`config.mk`:
```
export PLATFORM = sky130hd
export DESIGN_NAME = voice_scheduler
export DESIGN_NICKNAME = d
export VERILOG_FILES = /design/src/rtl/sass_voice_pkg.sv /design/src/rtl/next_voice_finder.sv /design/src/rtl/voice_scheduler.sv
export SDC_FILE = /design/constraint.sdc
export NUM_CORES = 1
export LEC_CHECK = 0
export ABC_CLOCK_PERIOD_IN_PS = 1750
export CAP_MARGIN = 20
export CORE_MARGIN = 2
export CORE_UTILIZATION = 55
export DETAILED_ROUTE_END_ITERATION = 10
export DONT_BUFFER_PORTS = 1
export GPL_ROUTABILITY_DRIVEN = 0
export MAX_ROUTING_LAYER = met4
export PLACE_DENSITY = 0.78
export SETUP_SLACK_MARGIN = 0.4
export SYNTH_ARGS = -nofsm -noshare
export SYNTH_HDL_FRONTEND = slang
export SYNTH_SLANG_ARGS = --single-unit
```
`constraint.sdc`:
```
create_clock -name clk -period 1.75 [get_ports clk]
set_input_delay 0 -clock clk [delete_from_list [all_inputs] [get_ports clk]]
set_output_delay 0 -clock clk [all_outputs]
set_load 0.005 [all_outputs]
```
`src/rtl/sass_voice_pkg.sv`:
```
// sass_voice_pkg: shared types and limits for the voice scheduler.
package sass_voice_pkg;
  localparam int MAX_VOICES = 8;
  typedef enum logic [2:0] {IDLE, ISSUE, WAIT, STORE, DONE} sched_state_t;
  typedef logic [7:0] sample_t;
endpackage

```
`src/rtl/next_voice_finder.sv`:
```
// next_voice_finder: lowest enabled voice index above cur, or from index 0 when first is set.
module next_voice_finder #(
  parameter int NUM_VOICES = 4,
  localparam int VW = $clog2(NUM_VOICES)
) (
  input  logic [NUM_VOICES-1:0] en,
  input  logic [VW-1:0]         cur,
  input  logic                  first,
  output logic [VW-1:0]         nxt,
  output logic                  valid
);
  always_comb begin
    nxt = '0;
    valid = 1'b0;
    for (int i = NUM_VOICES - 1; i >= 0; i--)
      if (en[i] && (first || i > int'(cur))) begin
        nxt = VW'(i);
        valid = 1'b1;
      end
  end
endmodule

```
`src/rtl/voice_scheduler.sv`:
```
// voice_scheduler: time-multiplexes one shared divider across voices each sample frame.
// Define VOICE_SCHED_TIMEOUT_EN to add a per-divide watchdog of TIMEOUT_CYC cycles.
module voice_scheduler
  import sass_voice_pkg::*;
#(
  parameter int NUM_VOICES = 4,
  parameter int TIMEOUT_CYC = 64,
  localparam int VW = $clog2(NUM_VOICES)
) (
  input  logic                    clk,
  input  logic                    n_rst,
  input  logic                    sample_now,
  input  logic [NUM_VOICES-1:0]   voice_en,
  input  logic                    clr_overrun,
  output logic                    div_start,
  output logic [VW-1:0]           div_voice,
  input  logic                    div_done,
  input  logic [7:0]              div_q,
  output logic [8*NUM_VOICES-1:0] voice_samples,
  output logic                    frame_done,
  output logic                    busy,
  output logic                    overrun
);
  sched_state_t state, state_nxt;
  logic [NUM_VOICES-1:0] en_q;
  logic [VW-1:0] cur, nxt;
  logic nxt_valid, timeout;
  sample_t q_r;

`ifdef VOICE_SCHED_TIMEOUT_EN
  localparam int CW = $clog2(TIMEOUT_CYC + 1);
  logic [CW-1:0] cnt;
  always_ff @(posedge clk or negedge n_rst)
    if (!n_rst) cnt <= '0;
    else cnt <= (state == WAIT) ? cnt + CW'(1) : '0;
  assign timeout = (state == WAIT) && !div_done && (cnt == CW'(TIMEOUT_CYC - 1));
`else
  assign timeout = (TIMEOUT_CYC < 0);
`endif

  // In IDLE the finder looks at the live enables to pick the first voice of the new frame.
  next_voice_finder #(.NUM_VOICES(NUM_VOICES)) u_find (
    .en(state == IDLE ? voice_en : en_q),
    .cur(cur),
    .first(state == IDLE),
    .nxt(nxt),
    .valid(nxt_valid)
  );

  always_comb begin
    state_nxt = state;
    case (state)
      IDLE:    if (sample_now) state_nxt = nxt_valid ? ISSUE : DONE;
      ISSUE:   state_nxt = WAIT;
      WAIT:    if (div_done || timeout) state_nxt = STORE;
      STORE:   state_nxt = nxt_valid ? ISSUE : DONE;
      default: state_nxt = IDLE;
    endcase
    div_start = state == ISSUE;
    frame_done = state == DONE;
    busy = state != IDLE;
    div_voice = cur;
  end

  always_ff @(posedge clk or negedge n_rst)
    if (!n_rst) begin
      state <= IDLE;
      en_q <= '0;
      cur <= '0;
      q_r <= '0;
      voice_samples <= '0;
      overrun <= 1'b0;
    end else begin
      state <= state_nxt;
      if ((busy && sample_now) || timeout) overrun <= 1'b1;
      else if (clr_overrun) overrun <= 1'b0;
      if (state == IDLE && sample_now) begin
        en_q <= voice_en;
        cur <= nxt;
        for (int i = 0; i < NUM_VOICES; i++)
          if (!voice_en[i]) voice_samples[8*i +: 8] <= '0;
      end
      if (state == WAIT) q_r <= div_done ? div_q : '0;
      if (state == STORE) begin
        voice_samples[8*int'(cur) +: 8] <= q_r;
        if (nxt_valid) cur <= nxt;
      end
    end
endmodule
```
# Yosys cells after proc, flatten, opt, wreduce, memory -nomap -nowiden
# Index checks and enable logic that the tools add are counted.
[word_totals] word_cells=57 inputBits=17 ff_bits=50 output_inout_bits=38
[op_classes] shifts=2 n_addsub=1 eq_ne=6 n_reduce_logical=13 n_lt_le_gt_ge=3 n_mux=26
[ops] cell="$mux W32" n=2
[ops] cell="$mux W8" n=5
[ops] cell="$neg A5 Y33" n=1
[ops] cell="$shift A8 B33 Y32 const A" n=1
[ops] cell="$shiftx A8 B33 Y32" n=1
[ops] cell="$bwmux W32" n=1
[ops] cell="$mux W2" n=7
[ops] cell="$pmux W3 S4" n=1
[ops] cell="$mux W3" n=3
[ops] cell="$eq A3 B2 Y1 const B" n=2
[ops] cell="$logic_and A1 B1 Y1" n=6
[ops] cell="$mux W1" n=6
[ops] cell="$gt A2 B2 Y1 const A" n=2
[ops] cell="$mux W4" n=1
[ops] cell="$ne A2 B2 Y1 const B" n=2
[ops] cell="$eq A3 B1 Y1 const B" n=1
[ops] cell="$eq A3 B3 Y1 const B" n=1
[ops] cell="$logic_not A3 Y1" n=1
[ops] cell="$logic_or A1 B1 Y1" n=3
[ops] cell="$reduce_bool A3 Y1" n=1
[ops] cell="$gt A1 B2 Y1 const A" n=1
[ops] cell="$reduce_and A2 Y1" n=1
[ops] cell="$reduce_bool A2 Y1" n=1

# Depth between registers and ports, before layout
# Gate-level depths: netlist of the first run.
[logic_depth] ltp_word=10 mapped_depth=7 depth_no_buf=7

# Modules after synthesis
# From an unflattened synthesis of the first run, not the netlist that was laid out.
[unflattened] hier_cells=186 area_unflattened_um2=2284.7
[modules_own_cells] module="voice_scheduler" area_per_inst_um2=2190.9 cells_per_inst=170 instances=1
[modules_own_cells] module="next_voice_finder" area_per_inst_um2=93.8 cells_per_inst=16 instances=1

# Least setup slack after synthesis of the first run
# No wires, ideal clock.
[synth_path] kind="register to register" startpoint="register cur[0], in the netlist div_voice[0]" endpoint="register state[0]" setup_time_ns=0.131 arrival_ns=1.654 slack_ns=-0.036 path_stages_with_launch=8 path_cell_list="dfrtp_1 -> inv_1 -> ha_1 -> o311a_1 -> a21oi_1 -> and4b_4 -> a21oi_1 -> o21bai_1"
[synth_via] elab_chain_len=10
[synth_lines] element="from (decl)" line="voice_scheduler.sv:26" text="logic [VW-1:0] cur, nxt;"
[synth_lines] element="from (signal assigned)" line="voice_scheduler.sv:79" text="cur <= nxt;"
[synth_lines] element="from (signal assigned)" line="voice_scheduler.sv:86" text="if (nxt_valid) cur <= nxt;"
[synth_lines] element="$gt A2 B2 Y1" line="next_voice_finder.sv:16" text="if (en[i] && (first || i > int'(cur))) begin"
[synth_lines] element="$logic_or A1 B1 Y1" line="next_voice_finder.sv:16"
[synth_lines] element="$logic_and A1 B1 Y1" line="next_voice_finder.sv:16"
[synth_lines] element="$mux W1 (2 in series)" line="next_voice_finder.sv:16"
[synth_lines] element="$mux W1 (*) (2 in series)" line="next_voice_finder.sv:16"
[synth_lines] element="$mux W3 (*)" line="voice_scheduler.sv:53, voice_scheduler.sv:56"
[synth_lines] element="$mux W3" line="voice_scheduler.sv:53" text="IDLE: if (sample_now) state_nxt = nxt_valid ? ISSUE : DONE;"
[synth_lines] element="$pmux W3 S4 (*)" line="voice_scheduler.sv:52" text="case (state)"
[synth_lines] element="to (signal assigned)" line="voice_scheduler.sv:74" text="state <= state_nxt;"
[synth_lines] element="to (decl)" line="voice_scheduler.sv:24" text="sched_state_t state, state_nxt;"
# Mark *: on every way between the ends. The rest lies on a longest branch, timed or not. The select of a mux whose other input is x is not followed.
# A chain may end at the register's enable or synchronous reset.

# Final worst setup path of the first run
[layout_path] startpoint="register cur[1], in the netlist div_voice[1]" endpoint="register state[0]"
# The elaborated chain is that of the path after synthesis.

==> impl_summary.log, run 1 <==
INFO  metric run_status = finished with violations
INFO  metric violated_checks = negative hold slack
INFO  metric drv_slew = 0
INFO  metric row_count = 22
INFO  metric area.sequential = 1230 um2
INFO  metric cp_slowest_cell = sky130_fd_sc_hd__dfrtp_1
INFO  metric detailedRoute.firstPassIterationCount = 4
INFO  metric power.share.sequential = 41.2%
INFO  metric die_y = 65.38 um
INFO  metric layout_min_cycle_time = 1700 ps
INFO  metric holdWs = -22.53 ps
INFO  metric power_share_of_the_clock_group = 16.2%
INFO  metric critical_path.endpoint_type = register
INFO  metric cp.required = 1950 ps
INFO  metric wire_length_of_the_first_global_routing_pass = a little over 8000 um
INFO  metric hold_path.startpoint = voice_en[1]
INFO  metric total_power = 0.004277 W
INFO  metric grt_setup_unrepaired = yes
INFO  metric cts-root-to-sink-buffers = 2
INFO  metric detailed_place.area = 2230 um2
INFO  metric floorplan.die_area = about 4300 um2
INFO  metric routedWlPerCell = 20.10 um
INFO  metric worstPathBufferInverterCount = 1
INFO  metric max_clock_freq = about 600 MHz
INFO  metric regToRegSetupSlack = 50 ps
INFO  metric synth_largest_area_cell = sky130_fd_sc_hd__dfrtp_1
INFO  metric num_vias = between 1500 and 2000
INFO  metric final.setup.tns = 0 ps
INFO  metric detailedRoute.firstIterationViolations = 135
INFO  metric syn_avg_cell_area = 11.84 um2
INFO  metric synth_instances = 175
INFO  metric dominantRegCellSynth = sky130_fd_sc_hd__dfrtp_1
INFO  metric worstPathMaxFanout = 5
INFO  metric final_layout_size_suffix_gt1_share = 27.78%
INFO  metric grt_util_all_layers = 26.58%
INFO  metric ys_top_cells_by_count = 49 x sky130_fd_sc_hd__dfrtp_1, 32 x sky130_fd_sc_hd__a22o_1, 24 x sky130_fd_sc_hd__nand2_1
INFO  metric worstPathCellList = inv_2 -> ha_4 -> o311a_4 -> a21oi_4 -> and4b_4 -> a21oi_2 -> o21bai_1
INFO  metric clock_transition_time_at_the_flip_flop_clock_pins_of_the_worst_setup_and_hold_paths = 90 ps
INFO  metric worst-slew-pin-transition = 323.3 ps
INFO  metric max-vdd-ir-drop = 0.001089 V
INFO  metric root_buffer = sky130_fd_sc_hd__clkbuf_8
INFO  metric maxcap_viol_count = 0
INFO  metric drc = 0
INFO  metric multi_input_area = 953.4 um2
INFO  metric port_buffers = 0
INFO  metric yosys_register_bits = 49
INFO  metric timing.setup.critical_path_class = reg2reg
INFO  metric initial_utilization = 57.02%
INFO  metric clk-insertion-delay-late = 310 ps
INFO  metric routed_via_density = between 6 and 7
INFO  metric routed_wl = 5306 um
INFO  metric cp-startpoint = div_voice[1]
INFO  metric synth_seq_area_share = 59.18%
INFO  metric number_of_synthesized_flops_with_an_enable_pin = 0
INFO  metric layout.nets = 237
INFO  metric synthesis.yosys.warnings = 0
INFO  metric numCtsBuffers = 5
INFO  metric power.combinational.fraction = 42.6%
INFO  metric chipWidth = 65.38 um
INFO  metric synth_cell_types = 34
INFO  metric path_delay_family = compound AO/OA/AOI/OAI gates
INFO  metric final_cell_count_no_fill = 264
INFO  metric timing.final.crit_share = a little over nine tenths
INFO  metric clkSinkCount = 49
INFO  metric finalClockSkew = 7.977 ps
INFO  metric crit-reg2reg-launch = div_voice[1]
INFO  metric finalHoldViolCount = 1
INFO  metric design.portCount = 55
INFO  metric area_grow_syn2layout = 30.25%
INFO  metric synth_top_cells_by_area = sky130_fd_sc_hd__dfrtp_1 59%, sky130_fd_sc_hd__a22o_1 14%, sky130_fd_sc_hd__nand2_1 4.3%, sky130_fd_sc_hd__ha_1 3.0%, sky130_fd_sc_hd__o21ai_0 2.9%
INFO  metric synth_top_area_share = 59.18%
INFO  metric yosys.cell_count.top_type = sky130_fd_sc_hd__dfrtp_1
INFO  metric fillCellCount = 228
INFO  metric p_leak = 1.230 nW
INFO  metric final_core_util = 74.28%
INFO  metric report.final.setup_viol = 0
INFO  metric maximum_number_of_pins_on_one_net_before_global_route_repair = 50
INFO  metric fin_area = 2699 um2
INFO  metric critPathArrivalTime = ~1900 ps
INFO  metric antenna_found_initial = 0
INFO  metric mappedNetlistArea = between 2000 and 2500 um2
INFO  metric switch_pwr = 0.001687 W
INFO  metric first_global_vias = about 1600
INFO  metric ffs_w_async_s_r_synth = 100.0%
INFO  metric mappedNetlistNets = 197
INFO  metric power.internal = about 0.0026 W
INFO  metric clock_tree.htree_level_count = 2
INFO  metric dp_hpwl = 3274 um
INFO  metric slew_headroom = about four fifths
INFO  metric switching_share = 39.44%
INFO  metric placed_cells = 230
INFO  metric overflow = 0
INFO  metric sort_of_element_at_the_start_of_the_critical_path = register
INFO  metric fp.coreArea = roughly 3600 um2
INFO  metric antenna_cells = 0
INFO  metric tritoncts_clock_tree = done
INFO  metric critPathMaxStageDelay = 460 ps
INFO  metric postRouteAntennaNets = 0
INFO  metric power_density = 1585 nW/um2
INFO  metric min_path_type = in2reg
==> power groups by stage <==
stage	Clock [W]	Sequential, W	Combinational [W]
after global routing	0.000752	0.00179	0.00197
after CTS	0.000706	0.00174	0.00160
after floorplan	0	0.00164	0.000943
after detailed placement	0	0.00176	0.00127
final	0.000694	0.00176	0.00182
after global placement	0	0.00174	0.00121
==> sequential cells by signal (all words and copies together), names as in the netlist <==
name and cells:
voice_samples 32, q_r 8, en_q 3, state 3
div_voice 2, overrun 1
==> placed cells by master (no fill, tap or decap), types with 3 or more instances in the layout <==
cell type	synthesis	final
sky130_fd_sc_hd__o21ai_0	12	12
sky130_fd_sc_hd__nand2_1	24	23
sky130_fd_sc_hd__dlygate4sd3_1	0	16
sky130_fd_sc_hd__nor2_1	8	4
sky130_fd_sc_hd__clkbuf_8	0	6
sky130_fd_sc_hd__buf_4	0	20
sky130_fd_sc_hd__o21ai_1	3	3
sky130_fd_sc_hd__a21oi_1	6	4
sky130_fd_sc_hd__dfrtp_1	49	46
sky130_fd_sc_hd__dfrtp_2	0	3
sky130_fd_sc_hd__a22o_1	32	32
==> cells by family after synthesis <==
| logic type | after synthesis | synth area share (%) |
|---|---|---|
| flip-flops | 49 | 59.18 |
| AO/OA/AOI/OAI | 59 | 20.89 |
| multiplexers | 3 | 1.751 |
| buffers and inverters | 10 | 2.234 |
| AND/OR/NAND/NOR | 49 | 12.92 |
| adder cells (fa/ha/maj) | 5 | 3.019 |
==> cell type report <==
cell class	count	area share [%]
inverter	5	0.7881
timing repair buffer	37	12.52
clock inverter	2	0.5100
multi-input combinational	117	35.33
sequential	49	45.57
tap	48	2.225
clock buffer	6	3.060
==> metal layers <==
metal	part of all wire, %	vias up	global-route usage, %
met4	1.2	0	8.854
met1	42	811	33.79
li1	-	718	-
met3	6.5	6	8.390
met2	51	56	40.82
met5	0	-	-
==> worst paths after layout <==
check,end,cells past startpoint
max in group asynchronous,state[2],2
worst max register to register,state[0],7
worst min register to register,en_q[3],2
worst max-delay path,state[0],7
worst min-delay path,div_voice[1],3
min in group asynchronous,voice_samples[21],2
==> worst reg2reg max path, stage by stage (launching register included) <==
cell,delay [ps]
sky130_fd_sc_hd__dfrtp_1,460
sky130_fd_sc_hd__inv_2,110
sky130_fd_sc_hd__ha_4,190
sky130_fd_sc_hd__o311a_4,120
sky130_fd_sc_hd__a21oi_4,180
sky130_fd_sc_hd__and4b_4,310
sky130_fd_sc_hd__a21oi_2,60
sky130_fd_sc_hd__o21bai_1,150
==> metrics by stage <==
stage	setup slack, ps	hold slack (ps)
after floorplan	125.3	-295.6
after global placement	94.26	-294.6
after detailed placement	29.56	-294.4
after CTS	107.7	-159.7
after global routing	3.567	7.345
final	49.98	-22.53
==> what timing repair did <==
item / in CTS / in global routing
buffers inserted: 7 / 1
endpoints found under the hold margin: 64 / 1
hold buffers: 16 / 1
gates cloned: 0 / 1
setup endpoints to repair: 48 / 48
pin swaps: 14 / 3
gates resized for setup: 18 / 7
Power figures use the tool's default switching activity.
==> inputs of run 2 (changes only) <==
- CORE_UTILIZATION: 55 -> 25
- CTS_BUF_LIST: unset -> sky130_fd_sc_hd__clkbuf_16
- PLACE_DENSITY: 0.78 -> 0.45
- SETUP_SLACK_MARGIN: 0.4 -> 0.05
==> impl_summary.log, run 2 (synthesis gave the netlist of run 1 again) <==
INFO  metric run_status = completed (was finished with violations)
INFO  metric path_common_cell = sky130_fd_sc_hd__a21oi_2
INFO  metric timing.final.crit_share = 97.72% (was 97.14%)
INFO  metric area_grow_syn2layout = 36.53% (was 30.25%)
INFO  metric root_buffer = sky130_fd_sc_hd__clkbuf_16 (was sky130_fd_sc_hd__clkbuf_8)
INFO  metric detailedRoute.firstIterationViolations = 41 (was 135)
INFO  metric floorplan.die_area = 9033 um2 (was 4274 um2)
INFO  metric port_buffers = 0 (unchanged)
INFO  metric final_core_util = 34.78% (was 74.28%)
INFO  metric detailed_place.area = 2338 um2 (was 2230 um2)
INFO  metric tritoncts_clock_tree = done (unchanged)
INFO  metric report.final.setup_viol = 0 (unchanged)
INFO  metric initial_utilization = 25.47% (was 57.02%)
INFO  metric numCtsBuffers = 5 (unchanged)
INFO  metric final_layout_size_suffix_gt1_share = 28.89% (was 27.78%)
INFO  metric routed_via_density = 4.630 (was 6.027)
INFO  metric routedWlPerCell = 16.82 um (was 20.10 um)
INFO  metric final_cell_count_no_fill = 330 (was 264)
INFO  metric chipWidth = 95.04 um (was 65.38 um)
INFO  metric worstPathMaxFanout = 5 (unchanged)
INFO  metric holdWs = 13.12 ps (was -22.53 ps)
INFO  metric largest-register = voice_samples (unchanged)
INFO  metric maxcap_viol_count = 0 (unchanged)
INFO  metric first_global_vias = 1641 (was 1568)
INFO  metric overflow = 0 (unchanged)
INFO  metric cp_slowest_cell = sky130_fd_sc_hd__dfrtp_1 (unchanged)
INFO  metric clock_transition_time_at_the_flip_flop_clock_pins_of_the_worst_setup_and_hold_paths = 60 ps (was 90 ps)
INFO  metric timing.setup.critical_path_class = reg2reg (unchanged)
INFO  metric placed_cells = 296 (was 230)
INFO  metric layout_commonest_cell = sky130_fd_sc_hd__dfrtp_1 (unchanged)
INFO  metric drc = 0 (unchanged)
INFO  metric row_count = 33 (was 22)
INFO  metric drv_slew = 0 (unchanged)
INFO  metric clk-insertion-delay-late = 280 ps (was 310 ps)
INFO  metric route.layer.met1.wl = 2672 um (was 2210 um)
INFO  metric finalHoldViolCount = 0 (was 1)
INFO  metric die_y = 95.04 um (was 65.38 um)
INFO  metric maximum_number_of_pins_on_one_net_before_global_route_repair = 50 (unchanged)
INFO  metric detailedRoute.firstPassIterationCount = 4 (unchanged)
INFO  metric wire_length_of_the_first_global_routing_pass = 8921 um (was 8176 um)
INFO  metric grt_setup_unrepaired = yes (unchanged)
INFO  metric cts-root-to-sink-buffers = 2 (unchanged)
INFO  metric routed_wl = 5552 um (was 5306 um)
INFO  metric worstPathCellList = buf_6 -> o311a_1 -> a21oi_2 -> and4b_4 -> a21oi_2 -> o21bai_1 (was inv_2 -> ha_4 -> o311a_4 -> a21oi_4 -> and4b_4 -> a21oi_2 -> o21bai_1)
INFO  metric met2RoutedLength = 2583 um (was 2687 um)
INFO  metric power_density = 1586 nW/um2 (was 1585 nW/um2)
INFO  metric max_clock_freq = 584.8 MHz (was 588.2 MHz)
INFO  metric antenna_cells = 0 (unchanged)
INFO  metric fin_area = 2829 um2 (was 2699 um2)
INFO  metric worst-slew-pin-transition = 528.4 ps (was 323.3 ps)
INFO  metric min_path_type = in2reg (unchanged)
INFO  metric grt_util_all_layers = 13.40% (was 26.58%)
INFO  metric met3_wirelength = 255 um (was 344 um)
INFO  metric fp.coreArea = 8134 um2 (was 3633 um2)
INFO  metric critPathMaxStageDelay = 420 ps (was 460 ps)
INFO  metric num_vias = 1528 (was 1591)
INFO  metric largest_register_ff_count = 32 (unchanged)
INFO  metric layout_min_cycle_time = 1710 ps (was 1700 ps)
INFO  metric antenna_found_initial = 0 (unchanged)
INFO  metric highest-signal-layer = met4 (unchanged)
INFO  metric layout.nets = 246 (was 237)
INFO  metric critical_path.endpoint_type = register (unchanged)
INFO  metric critPathArrivalTime = 1880 ps (was 1900 ps)
INFO  metric clock_tree.htree_level_count = 2 (unchanged)
INFO  metric dp_hpwl = 3898 um (was 3274 um)
INFO  metric sort_of_element_at_the_start_of_the_critical_path = register (unchanged)
INFO  metric reg_top3 = voice_samples: 32 flops, q_r: 8 flops (unchanged)
INFO  metric cp.required = 1920 ps (was 1950 ps)
INFO  metric p_leak = 1.283 nW (was 1.230 nW)
INFO  metric multi_input_area = 882.1 um2 (was 953.4 um2)
INFO  metric max-vdd-ir-drop = 0.0004642 V (was 0.001089 V)
INFO  metric finalClockSkew = 2.962 ps (was 7.977 ps)
INFO  metric design.portCount = 55 (unchanged)
INFO  metric fillCellCount = 812 (was 228)
INFO  metric final_cell_mix = 47 x sky130_fd_sc_hd__dfrtp_1, 32 x sky130_fd_sc_hd__a22o_1, 27 x sky130_fd_sc_hd__buf_4 (was 46 x sky130_fd_sc_hd__dfrtp_1, 32 x sky130_fd_sc_hd__a22o_1, 23 x sky130_fd_sc_hd__nand2_1)
INFO  metric clkSinkCount = 49 (unchanged)
INFO  metric area.sequential = 1229 um2 (was 1230 um2)
INFO  metric postRouteAntennaNets = 0 (unchanged)
INFO  metric slew_headroom = 64.77% (was 78.42%)
## run 2: cell types whose count changed in the layout (fill, tap and decap cells not counted), sizes merged
cell      change
buf          +10
clkinv        -2
clkinvlp      +2
clkbuf        -1
inv           +1
nand2b        -1
## run 2: worst max-delay path, delay by kind of cell, from the launching register on
kind	cells	cell delay (ps)
and+or+nand+nor	1	290
buffers and inverters	1	140
AOI/OAI and AO/OA	4	740
DFF	1	420
## run 2: layout make-up
class | instances | area share, %
multi-input combinational | 116 | 31.18
sequential | 49 | 43.43
tap | 105 | 4.644
timing repair buffer | 47 | 14.99
clock inverter | 3 | 0.6634
clock buffer | 5 | 4.423
inverter | 5 | 0.6634
## run 2: worst paths after layout
path | from | to | slack [ps] | cells past startpoint
max | state[1] | state[0] | 40 | 6
min | sample_now | en_q[3] | 10 | 3
max reg2reg | state[1] | state[0] | 40 | 6
min reg2reg | en_q[3] | en_q[3] | 480 | 2
max in group asynchronous | n_rst | voice_samples[3] | 1300 | 2
min in group asynchronous | n_rst | state[1] | 220 | 2
## run 2: stage by stage
stage,power (W),worst slack (ps),TNS [ps]
2_1_floorplan,0.002525,103.6,0
3_3_place_gp,0.003137,-31.25,-197.0
3_5_place_dp,0.003156,-24.90,-168.6
4_1_cts,0.004313,42.94,0
5_1_grt,0.004838,-72.04,-108.0
6_report,0.004486,39.92,0
## run 2: where the power goes
group          switching, W  total (W)  internal (W)
clock network      0.000399   0.000923      0.000524
registers          0.000312    0.00171       0.00140
logic              0.000893    0.00185      0.000961
total               0.00160    0.00449       0.00288
## run 2: per-layer routing
metal | global-route usage [%] | vias to the layer above
met3 | 3.636 | 2
li1 | - | 741
met1 | 17.20 | 752
met2 | 20.98 | 33
met5 | - | -
met4 | 3.623 | 0
## run 2: repair_timing
item | CTS | global route
setup endpoints to repair | 19 | 37
cloned | 0 | 0
hold endpoints to repair | 62 | 0
hold buffers | 17 | 0
resized for setup | 7 | 17
setup buffers | 4 | 5
pin swaps | 4 | 5
